===== config.mk =====
export PLATFORM = sky130hd
export DESIGN_NAME = uart_frame_receiver
export DESIGN_NICKNAME = d
export VERILOG_FILES = /design/src/rtl/uart_frame_receiver.sv
export SDC_FILE = /design/constraint.sdc
export NUM_CORES = 1
export LEC_CHECK = 0
export ABC_CLOCK_PERIOD_IN_PS = 3900
export BUFFER_PORTS_ARGS = -buffer_cell sky130_fd_sc_hd__buf_2
export CAP_MARGIN = 25
export CORE_ASPECT_RATIO = 0.75
export CORE_MARGIN = 1
export CORE_UTILIZATION = 30
export CTS_CLUSTER_DIAMETER = 100
export DETAILED_ROUTE_END_ITERATION = 10
export GPL_TIMING_DRIVEN = 0
export SETUP_SLACK_MARGIN = 0.02
export SLEW_MARGIN = 20
export SYNTH_ARGS = -nofsm -noshare
export SYNTH_HDL_FRONTEND = slang
export SYNTH_SLANG_ARGS = --single-unit

===== constraint.sdc =====
create_clock -name clock -period 3.9 [get_ports clock]
set_input_delay 0.195 -clock clock [delete_from_list [all_inputs] [get_ports clock]]
set_output_delay 0.195 -clock clock [all_outputs]
set_load 0.01 [all_outputs]

===== src/rtl/uart_frame_receiver.sv =====
// UART 8N1 receive stage: start detect, mid-bit sampling, stop check, valid/read handoff
// and a running CRC-8/SMBUS over every delivered byte.
module uart_frame_receiver #(
    parameter int unsigned CLOCKS_PER_BIT = 217
) (
    input  logic       clock,
    input  logic       reset,
    input  logic       data_in,
    input  logic       read,
    input  logic       clear,
    output logic [7:0] data_out,
    output logic       valid,
    output logic       frame_error,
    output logic       overrun,
    output logic [7:0] crc8
);

    localparam int unsigned CW = $clog2(CLOCKS_PER_BIT);
    localparam logic [CW-1:0] LastCnt = CW'(CLOCKS_PER_BIT - 1);
    localparam logic [CW-1:0] HalfCnt = CW'(CLOCKS_PER_BIT / 2 - 1);

    typedef enum logic [2:0] {
        StIdle,
        StStart,
        StData,
        StStop,
        StWaitHigh
    } state_e;

    state_e        state;
    logic          sync1;
    logic          line;
    logic [CW-1:0] cnt;
    logic [2:0]    bit_idx;
    logic [7:0]    shift;

    // Polynomial 0x07, MSB first, no reflection.
    function automatic logic [7:0] crc8_step(input logic [7:0] crc, input logic [7:0] b);
        logic [7:0] c;
        c = crc ^ b;
        for (int i = 0; i < 8; i++) begin
            c = c[7] ? ((c << 1) ^ 8'h07) : (c << 1);
        end
        return c;
    endfunction

    always_ff @(posedge clock) begin
        if (!reset) begin
            sync1       <= 1'b1;
            line        <= 1'b1;
            state       <= StIdle;
            cnt         <= '0;
            bit_idx     <= '0;
            shift       <= '0;
            data_out    <= '0;
            valid       <= 1'b0;
            frame_error <= 1'b0;
            overrun     <= 1'b0;
            crc8        <= '0;
        end else begin
            sync1       <= data_in;
            line        <= sync1;
            frame_error <= 1'b0;

            if (read && valid) begin
                valid <= 1'b0;
            end
            if (clear) begin
                crc8    <= '0;
                overrun <= 1'b0;
            end

            unique case (state)
                StIdle: begin
                    if (!line) begin
                        state <= StStart;
                        cnt   <= '0;
                    end
                end
                StStart: begin
                    if (cnt == HalfCnt) begin
                        cnt     <= '0;
                        bit_idx <= '0;
                        state   <= line ? StIdle : StData;
                    end else begin
                        cnt <= cnt + CW'(1);
                    end
                end
                StData: begin
                    if (cnt == LastCnt) begin
                        cnt            <= '0;
                        shift[bit_idx] <= line;
                        bit_idx        <= bit_idx + 3'd1;
                        if (bit_idx == 3'd7) begin
                            state <= StStop;
                        end
                    end else begin
                        cnt <= cnt + CW'(1);
                    end
                end
                StStop: begin
                    if (cnt == LastCnt) begin
                        cnt <= '0;
                        if (line) begin
                            state <= StIdle;
                            // A read on this same edge frees the slot for the new byte.
                            if (!valid || read) begin
                                data_out <= shift;
                                valid    <= 1'b1;
                                crc8     <= crc8_step(clear ? 8'h00 : crc8, shift);
                            end else begin
                                overrun <= 1'b1;
                            end
                        end else begin
                            frame_error <= 1'b1;
                            state       <= StWaitHigh;
                        end
                    end else begin
                        cnt <= cnt + CW'(1);
                    end
                end
                StWaitHigh: begin
                    // Hold off until the line recovers so a break cannot look like a start bit.
                    if (line) begin
                        state <= StIdle;
                    end
                end
                default: state <= StIdle;
            endcase
        end
    end

endmodule


==> impl_results.md, run 1 <==
- Status: finished clean
- Max Cap Viol: 0
- Row count: 27
- Clock Sinks: 43
- Die H: 77.3 µm
- Area occupied by multi-input gates: approximately 1300 µm²
- DR pass1 iterations: 4
- Hold_buf cts: 0
- Final setup viols: 0
- Hold Path Class: primary input to flop
- ANT nets after route: 0
- Slew at the pin closest to its max-slew limit: 0.656 ns
- Clock Pin Slew Worst Setup and Hold Paths: around 0.090 ns
- Crit path arrival time: 2.62 ns
- CTS tree: yes
- FF-to-FF setup slack: 1.47 ns
- Tcrit/Tclk final: 0.624
- Most frequent cell after synthesis: dfxtp_1
- FFs w/ async S/R, synth: 0
- Kind of cell adding the most delay to the critical path: compound AO/OA/AOI/OAI gates
- Worst-skew pair later-pin latency: 0.30 ns
- Vias in the first global route: about 1700
- Syn Std Cell Area: 2270 µm²
- Final critical-path required period: 2.43 ns
- Worst Min Path Start: data_in
- Synth cell types: 45
- Crit path largest cell delay: 0.62 ns
- Slew Limit Fails: 0
- R2r endpoint: cnt[3]
- Post-synthesis net count: 276
- First-pass GRT wire length: 8630 µm
- Slew margin rel.: 0.559
- Max Fclk: 0.411 GHz
- Drt wl/cell: 12.6 µm
- DP HPWL: 3670 µm
- Share of post-route cells with drive strength above 1: 0.144
- Synthesis-to-finish area growth: 14.7%
- Post-synthesis instance total: 267
- Crit-path cells: ha_1 > nand4_1 > o41ai_1 > a21boi_0 > o21ai_0 > nand2_1 > a21oi_1
- Yosys warning count: 0
- Critical Path Sink Type: flop
- RePlAce Congestion: slightly below 0.8
- CTS Buf Count: 5
- Area leader, netlist: dfxtp_1
- CTS root buf: clkbuf_8
- Largest cells by area after synthesis: dfxtp_1 (38%), xnor2_1 (6.6%), nand2_1 (5.8%)
- Routed via count: 1860
- Worst R2R Start: cnt[0]
- Sequential area share after synthesis: 0.380
- Static Leak: between 0.001 and 0.0015 µW
- Fill count: 770
- Initial antenna violation count: 0
- Hold Fails Final Rpt: 0
- Startpoint types: flop
- Post-CTS setup buffers: 0
- Setup Skew: around 0.009 ns
- RSZ-0062 raised after global routing: false
- Largest net degree at the start of global routing: 16
- Initial Utilization: 0.309
- Pwr/cell area: 296 nW/µm²
- Yosys reg bits: 43
- WHS: 0.0714 ns
- Iter 0 DRT Violations: 87
- Data required time at the worst endpoint: 4.09 ns
- Hold Crit Endpoint: sync1
- I/O pin cnt: 24
- VDD IR max: approximately 0.13 mV
- Synth Flop Type: dfxtp_1
- Drt drc: 0
- Max Root-Sink Buffers: 2
- Area fraction of the dominant cell type after synthesis: 0.380
- Setup TNS: 0 ns
- Input/output buffers: 23
- Nets: 306
- Worst Path Max Fanout: 6
- Routed wire length: between 5000 and 6000 µm
- Total gr overflow: 0
- # diodes: 0
- Avg Cell Area, Syn: 8.49 µm²
- CP Class: flop to flop
- Via/cell ratio: between 4 and 5
- H-tree levels: 2
- Full die area: 7910 µm²
- Die X: 102 µm
- R2R cell count: 7
- Total GRT Usage: 0.141
- Post-synth top cells: dfxtp_1 (43), nand2_1 (35), nor2_1 (32), a21oi_1 (23), xnor2_1 (17)
- Storage cell area: 861 µm²
- Core ar.: 7330 µm²
- Worst path slowest cell: a21boi_0
- Worst Hold Depth: 2
- Post_cts resized: 0
- Worst path bufs/invs: 0
- Post-synth EDFFs: 0
==> worst max path at each step <==
stage                start       end  slack [ns]  cells after the start
floorplan           cnt[0]  state[0]        1.96                      6
global placement    cnt[0]    cnt[4]        1.58                      7
CTS                 cnt[0]    cnt[3]        1.55                      7
global route        cnt[0]    cnt[3]        1.25                      7
finish              cnt[0]    cnt[3]        1.47                      7
detailed placement  cnt[0]    cnt[3]        1.57                      7
==> final cells by class <==
type,instances,area share
buffer,14,0.0231
clock buffer,5,0.0265
clock inverter,3,0.00914
inverter,5,0.00722
multi-input combinational,205,0.510
sequential,43,0.331
tap,101,0.0486
timing repair buffer,23,0.0443
==> cells in the final DEF, fill, tap and decap left out, drive strengths merged, types with 2 or more instances in the layout <==
master	synthesis	final
nand3	6	6
nand3b	6	6
nor3	3	3
o22ai	3	3
xnor3	4	4
and3	3	3
inv	4	5
nor4b	2	2
xnor2	18	18
or4	2	2
nand2b	8	8
mux2i	10	10
and2	2	2
buf	6	29
xor2	4	4
a21oi	23	23
clkinvlp	0	2
nand2	35	35
o21ai	11	11
clkbuf	8	13
nor3b	4	4
nor2	32	32
nor2b	8	8
o21a	2	2
ha	4	4
dfxtp	43	43
==> layer usage <==
metal,vias up,wire (µm),track usage
met5,-,0,0
met4,0,42,0.0429
met3,2,125,0.0228
met2,21,2190,0.196
met1,867,2670,0.218
li1,970,-,-
==> through the flow <==
step                      cell area [µm²]  std cells  power, µW  setup slack, ns   util
after detailed placement             2510        391        481             1.57  0.342
after floorplan                      2270        267        469             1.96      -
after CTS                            2600        399        778             1.55  0.355
final                                2600        399        768             1.47  0.355
after global routing                 2600        399        799             1.25  0.355
after global placement               2510        391        480             1.58  0.342
==> power breakdown <==
part / switching (µW) / total [µW] / internal (µW)
Combinational: 19.3 / 27.9 / 8.58
Sequential: 1.48 / 442 / 440
Clock: 170 / 299 / 128
==> cell families (layout without fill, tap and decap cells) <==
group	after synthesis	in the layout	synth area share
AOI/OAI and AO/OA	48	48	0.124
xor gates and xnor gates	26	26	0.130
adders and majority gates	4	4	0.0221
buffers and inverters	19	50	0.0348
DFF	43	43	0.380
muxes	10	10	0.0442
and+or+nand+nor	117	117	0.265
==> sequential cells by signal, indices dropped and copies added (netlist names) <==
register / flops
frame_error: 1
bit_idx: 3
sync1: 1
state: 3
line: 1
cnt: 8
overrun: 1
crc8: 8
data_out: 8
valid: 1
shift: 8
No activity file was read; power rests on OpenSTA's default activity.
==> run 2, diff against run 1 <==
ABC_CLOCK_PERIOD_IN_PS = 2210   (was 3900)
clock period = 2.21 ns   (was 3.9 ns; I/O delays follow)
==> impl_results.md, run 2 (synthesis gave the netlist of run 1 again) <==
- Hold Path Class: primary input to flop
- Area occupied by multi-input gates: 1360 µm²
- Worst Min Path Start: reset
- DP HPWL: between 3000 and 4000 µm
- Clock Sinks: 43
- Final setup viols: 0
- CTS root buf: clkbuf_8
- DR pass1 iterations: 4
- Final Cell Area: about 2700 µm²
- Largest net degree at the start of global routing: 16
- Initial Utilization: 0.309
- Data required time at the worst endpoint: 2.44 ns
- Startpoint types: flop
- Dpl cells: roughly 400
- Slew at the pin closest to its max-slew limit: 0.625 ns
- CTS tree: yes
- RSZ-0062 raised after global routing: true
- Clock Pin Slew Worst Setup and Hold Paths: 0.09 ns
- R2R cell count: 6
- Storage cell area: 861 µm²
- Static Leak: 0.00103 µW
- Die H: 77.3 µm
- First-pass GRT wire length: ~8600 µm
- Slew margin rel.: 0.584
- Routed wire length: 5140 µm
- I/O pin cnt: 24
- Hold Crit Endpoint: line
- Share of post-route cells with drive strength above 1: 0.169
- Core ar.: 7330 µm²
- Tcrit/Tclk final: 0.953
- Die X: 102 µm
- Pre-CTS WS: -0.123 ns
- Iter 0 DRT Violations: roughly 100
- Input/output buffers: 23
- Vias in the first global route: 1683
- Most frequent cells in the layout: dfxtp_1 (43), nand2_1 (35), nor2_1 (32)
- Final critical-path required period: 2.11 ns
- Total GRT Usage: 0.141
- Commonest non-fill, non-tap cell in the layout: dfxtp_1
- Slew Limit Fails: 0
- CP Class: flop to flop
- Drt drc: 0
- R2r endpoint: state[0]
- Full die area: 7910 µm²
- Nets: 309
- Synthesis-to-finish area growth: 17.6%
- Via/cell ratio: 4.65
- Row count: 27
- Worst-skew pair later-pin latency: approximately 0.3 ns
- Critical Path Sink Type: flop
- Worst Path Max Fanout: 10
- Worst R2R Start: cnt[0]
- Setup Skew: 0.00848 ns
- ANT nets after route: 0
- Max Fclk: 0.475 GHz
- DP Area: 2510 µm²
- H-tree levels: 2
- Pwr/cell area: 509 nW/µm²
- FF-to-FF setup slack: 0.10 ns
- Routed via count: approximately 1900
- Hold Fails Final Rpt: 0
- Crit path arrival time: between 2 and 2.5 ns
- CTS Buf Count: 5
- Max Used Layer: met4
- Metal2 WL: ~2200 µm
- Setup TNS: 0 ns
- Initial antenna violation count: 0
- Routed wl met3: 120 µm
- Max Root-Sink Buffers: 2
- Fill count: 767
- Drt wl/cell: between 10 and 15 µm
- # diodes: 0
- RePlAce Congestion: 0.784
- Total gr overflow: 0
- Met1 WL: 2730 µm
- Status: finished clean
- VDD IR max: between 0.2 and 0.25 mV
- Max Cap Viol: 0
- Worst Setup Slack, final: approximately 0.10 ns
- Worst Hold Depth: 2
- Fin cells: 402
[run 2: power by group]
part           leakage, µW  switching (µW)  internal (µW)
Clock            0.0000408             297            226
Sequential        0.000347            2.61            777
Combinational     0.000641            35.0           17.2
Total              0.00103             334           1020
[run 2: how the worst max path moves through the flow]
stage | startpoint | end | cells after the start
2_1_floorplan | cnt[0] | state[0] | 6
3_3_place_gp | cnt[0] | cnt[4] | 7
3_5_place_dp | cnt[0] | cnt[3] | 7
4_1_cts | cnt[0] | data_out[0] | 8
5_1_grt | cnt[0] | state[0] | 6
6_report | cnt[0] | state[0] | 6
[run 2: stage by stage]
step / power [µW] / utilization / hold slack [ns]
2_1_floorplan: 828 / - / 0.184
3_3_place_gp: 847 / 0.342 / 0.297
3_5_place_dp: 848 / 0.342 / 0.294
4_1_cts: 1370 / 0.357 / 0.0659
5_1_grt: 1410 / 0.363 / 0.0773
6_report: 1350 / 0.363 / 0.0749
[run 2: repair_timing]
action,4_1_cts,5_1_grt
pin swaps,0,1
gates resized for setup,2,9
hold endpoints to repair,1,0
setup endpoints to repair,7,23
setup buffers,0,2
hold buffers,1,0
[run 2: metal layers]
metal  GRT usage  up-vias
met2       0.196       24
li1            -      972
met5           0        -
met1       0.218      872
met3      0.0219        2
met4      0.0429        0
[run 2: final cells by class]
type                       instances  share of cell area
multi-input combinational        205               0.511
sequential                        43               0.323
timing repair buffer              26              0.0526
tap                              101              0.0474
clock buffer                       5              0.0258
buffer                            14              0.0244
clock inverter                     3             0.00892
inverter                           5             0.00705
[run 2: worst max-delay path, stage by stage, from the launching register on]
cell and delay (ns):
dfxtp_1 0.41, ha_1 0.26, nand4_1 0.19, o41ai_4 0.33, o21ai_2 0.23, or4_1 0.51, a21oi_1 0.12
==> run 3, diff against run 2 <==
CORE_ASPECT_RATIO = default   (was 0.75)
CORE_MARGIN = default   (was 1)
==> impl_results.md, run 3 (synthesis gave the netlist of run 1 again) <==
- Full die area: 7900 µm²
- Worst path slowest cell: dfxtp_1
- Status: finished clean
- Clock network power share: 0.391
- Pre-CTS WS: -0.0702 ns
- Routed via count: 1956
- Total gr overflow: 0
- H-tree levels: 2
- Die X: 88.9 µm
- Tcrit/Tclk final: 0.948
- I/O pin cnt: 24
- Die H: 88.9 µm
- Worst Hold Depth: 2
- WHS: 0.0720 ns
- Final setup viols: 0
- Iter 0 DRT Violations: around 130
- CTS tree: yes
- Crit path largest cell delay: 0.51 ns
- R2R cell count: 7
- Routed wire length: 5040 µm
- Vias in the first global route: 1718
- Total GRT Usage: 0.138
- Hold Fails Final Rpt: 0
- Register share of total power: 0.569
- Kind of cell adding the most delay to the critical path: simple AND/OR/NAND/NOR gates
- Pwr/cell area: slightly above 500 nW/µm²
- ANT nets after route: 0
- Worst Setup Slack, final: 0.116 ns
- Largest net degree at the start of global routing: 16
- Crit path arrival time: 2.34 ns
- FF-to-FF setup slack: 0.12 ns
- First-pass GRT wire length: 8320 µm
- Logic pwr share: 0.039
- Worst path bufs/invs: 1
- Drt wl/cell: 12.6 µm
- Final critical-path required period: between 2 and 2.5 ns
- VDD IR max: about 0.2 mV
- Worst Path Max Fanout: 8
- Static Leak: 0.00102 µW
- Slew margin rel.: 0.583
- Max Fclk: 0.478 GHz
- R2r endpoint: crc8[7]
- RePlAce Congestion: 0.735
- Fill count: around 790
- Hold Path Class: primary input to flop
- Max Root-Sink Buffers: 2
- Nets: 309
- Data required time at the worst endpoint: 2.46 ns
- Setup Skew: 0.00853 ns
- CTS root buf: clkbuf_8
- Row count: 31
- Critical Path Sink Type: flop
- Worst Min Path Start: reset
- Clock Sinks: 43
- Crit-path cells: nand3_1 > or4b_1 > clkbuf_1 > nor4b_1 > a31oi_1 > a21oi_1 > o21a_1
- Sw Pwr: 348 µW
- Drt drc: 0
- DR pass1 iterations: 4
- Hold Crit Endpoint: sync1
- Clock Pin Slew Worst Setup and Hold Paths: 0.09 ns
- CP Class: flop to flop
- Dpl cells: approximately 390
- RSZ-0062 raised after global routing: true
- Max Cap Viol: 0
- Startpoint types: flop
- Slew at the pin closest to its max-slew limit: between 0.6 and 0.7 ns
- Switching share of power: 0.254
- Initial Utilization: 0.311
- Commonest non-fill, non-tap cell in the layout: dfxtp_1
- Via/cell ratio: between 4 and 5
- Worst R2R Start: cnt[4]
- Slew Limit Fails: 0
- Initial antenna violation count: 0
- Share of post-route cells with drive strength above 1: 0.163
- DP HPWL: 3570 µm
- Setup TNS: 0 ns
- Synthesis-to-finish area growth: 17.2%
- Core ar.: 7290 µm²
- CTS Buf Count: 5
- Input/output buffers: 23
- Fin cells: 400
- Internal power: ~1000 µW
- Most frequent cells in the layout: dfxtp_1 (42), nand2_1 (35), nor2_1 (32)
- Worst-skew pair later-pin latency: 0.30 ns
- # diodes: 0
[run 3: how the worst max path moves through the flow]
stage                 from           to  slack (ns)  cells after the start
global route        cnt[4]      crc8[7]       0.005                      7
floorplan           cnt[0]     state[0]        0.27                      6
detailed placement  cnt[0]       cnt[5]       -0.07                      7
global placement    cnt[0]       cnt[4]       -0.09                      7
CTS                 cnt[0]  data_out[2]        0.06                      8
finish              cnt[4]      crc8[7]        0.12                      7
[run 3: power by group through the flow]
stage	Sequential, µW	Combinational [µW]	Clock (µW)
final	780	53.9	536
after global routing	780	60.1	583
after CTS	780	52.2	552
after detailed placement	798	50.4	0
after global placement	798	49.8	0
after floorplan	797	31.2	0
[run 3: per-layer routing]
layer  GRT usage  part of all wire  up-vias
met5           0                 0        -
met4      0.0440             0.014        0
met3      0.0249             0.028        7
met2       0.203              0.44       32
met1       0.202              0.52      937
li1            -                 -      980
[run 3: cell type report]
type / count / area (µm²) / area share
tap: 99 / 124 / 0.0466
sequential: 43 / 862 / 0.325
buffer: 13 / 56.3 / 0.0212
clock buffer: 5 / 68.8 / 0.0259
multi-input combinational: 205 / 1360 / 0.510
timing repair buffer: 27 / 148 / 0.0556
inverter: 5 / 18.8 / 0.00707
clock inverter: 3 / 23.8 / 0.00895
[run 3: timing repair]
action | 4_1_cts | 5_1_grt
gates resized for setup | 2 | 4
setup buffers | 0 | 3
hold buffers | 1 | 0
setup endpoints to repair | 7 | 18
endpoints found under the hold margin | 1 | 0
pin swaps | 0 | 2
[run 3: per-stage QoR]
stage / power, µW / util / cell area (µm²)
2_1_floorplan: 828 / - / 2270
3_3_place_gp: 848 / 0.344 / 2500
3_5_place_dp: 848 / 0.344 / 2500
4_1_cts: 1380 / 0.359 / 2620
5_1_grt: 1420 / 0.364 / 2660
6_report: 1370 / 0.364 / 2660
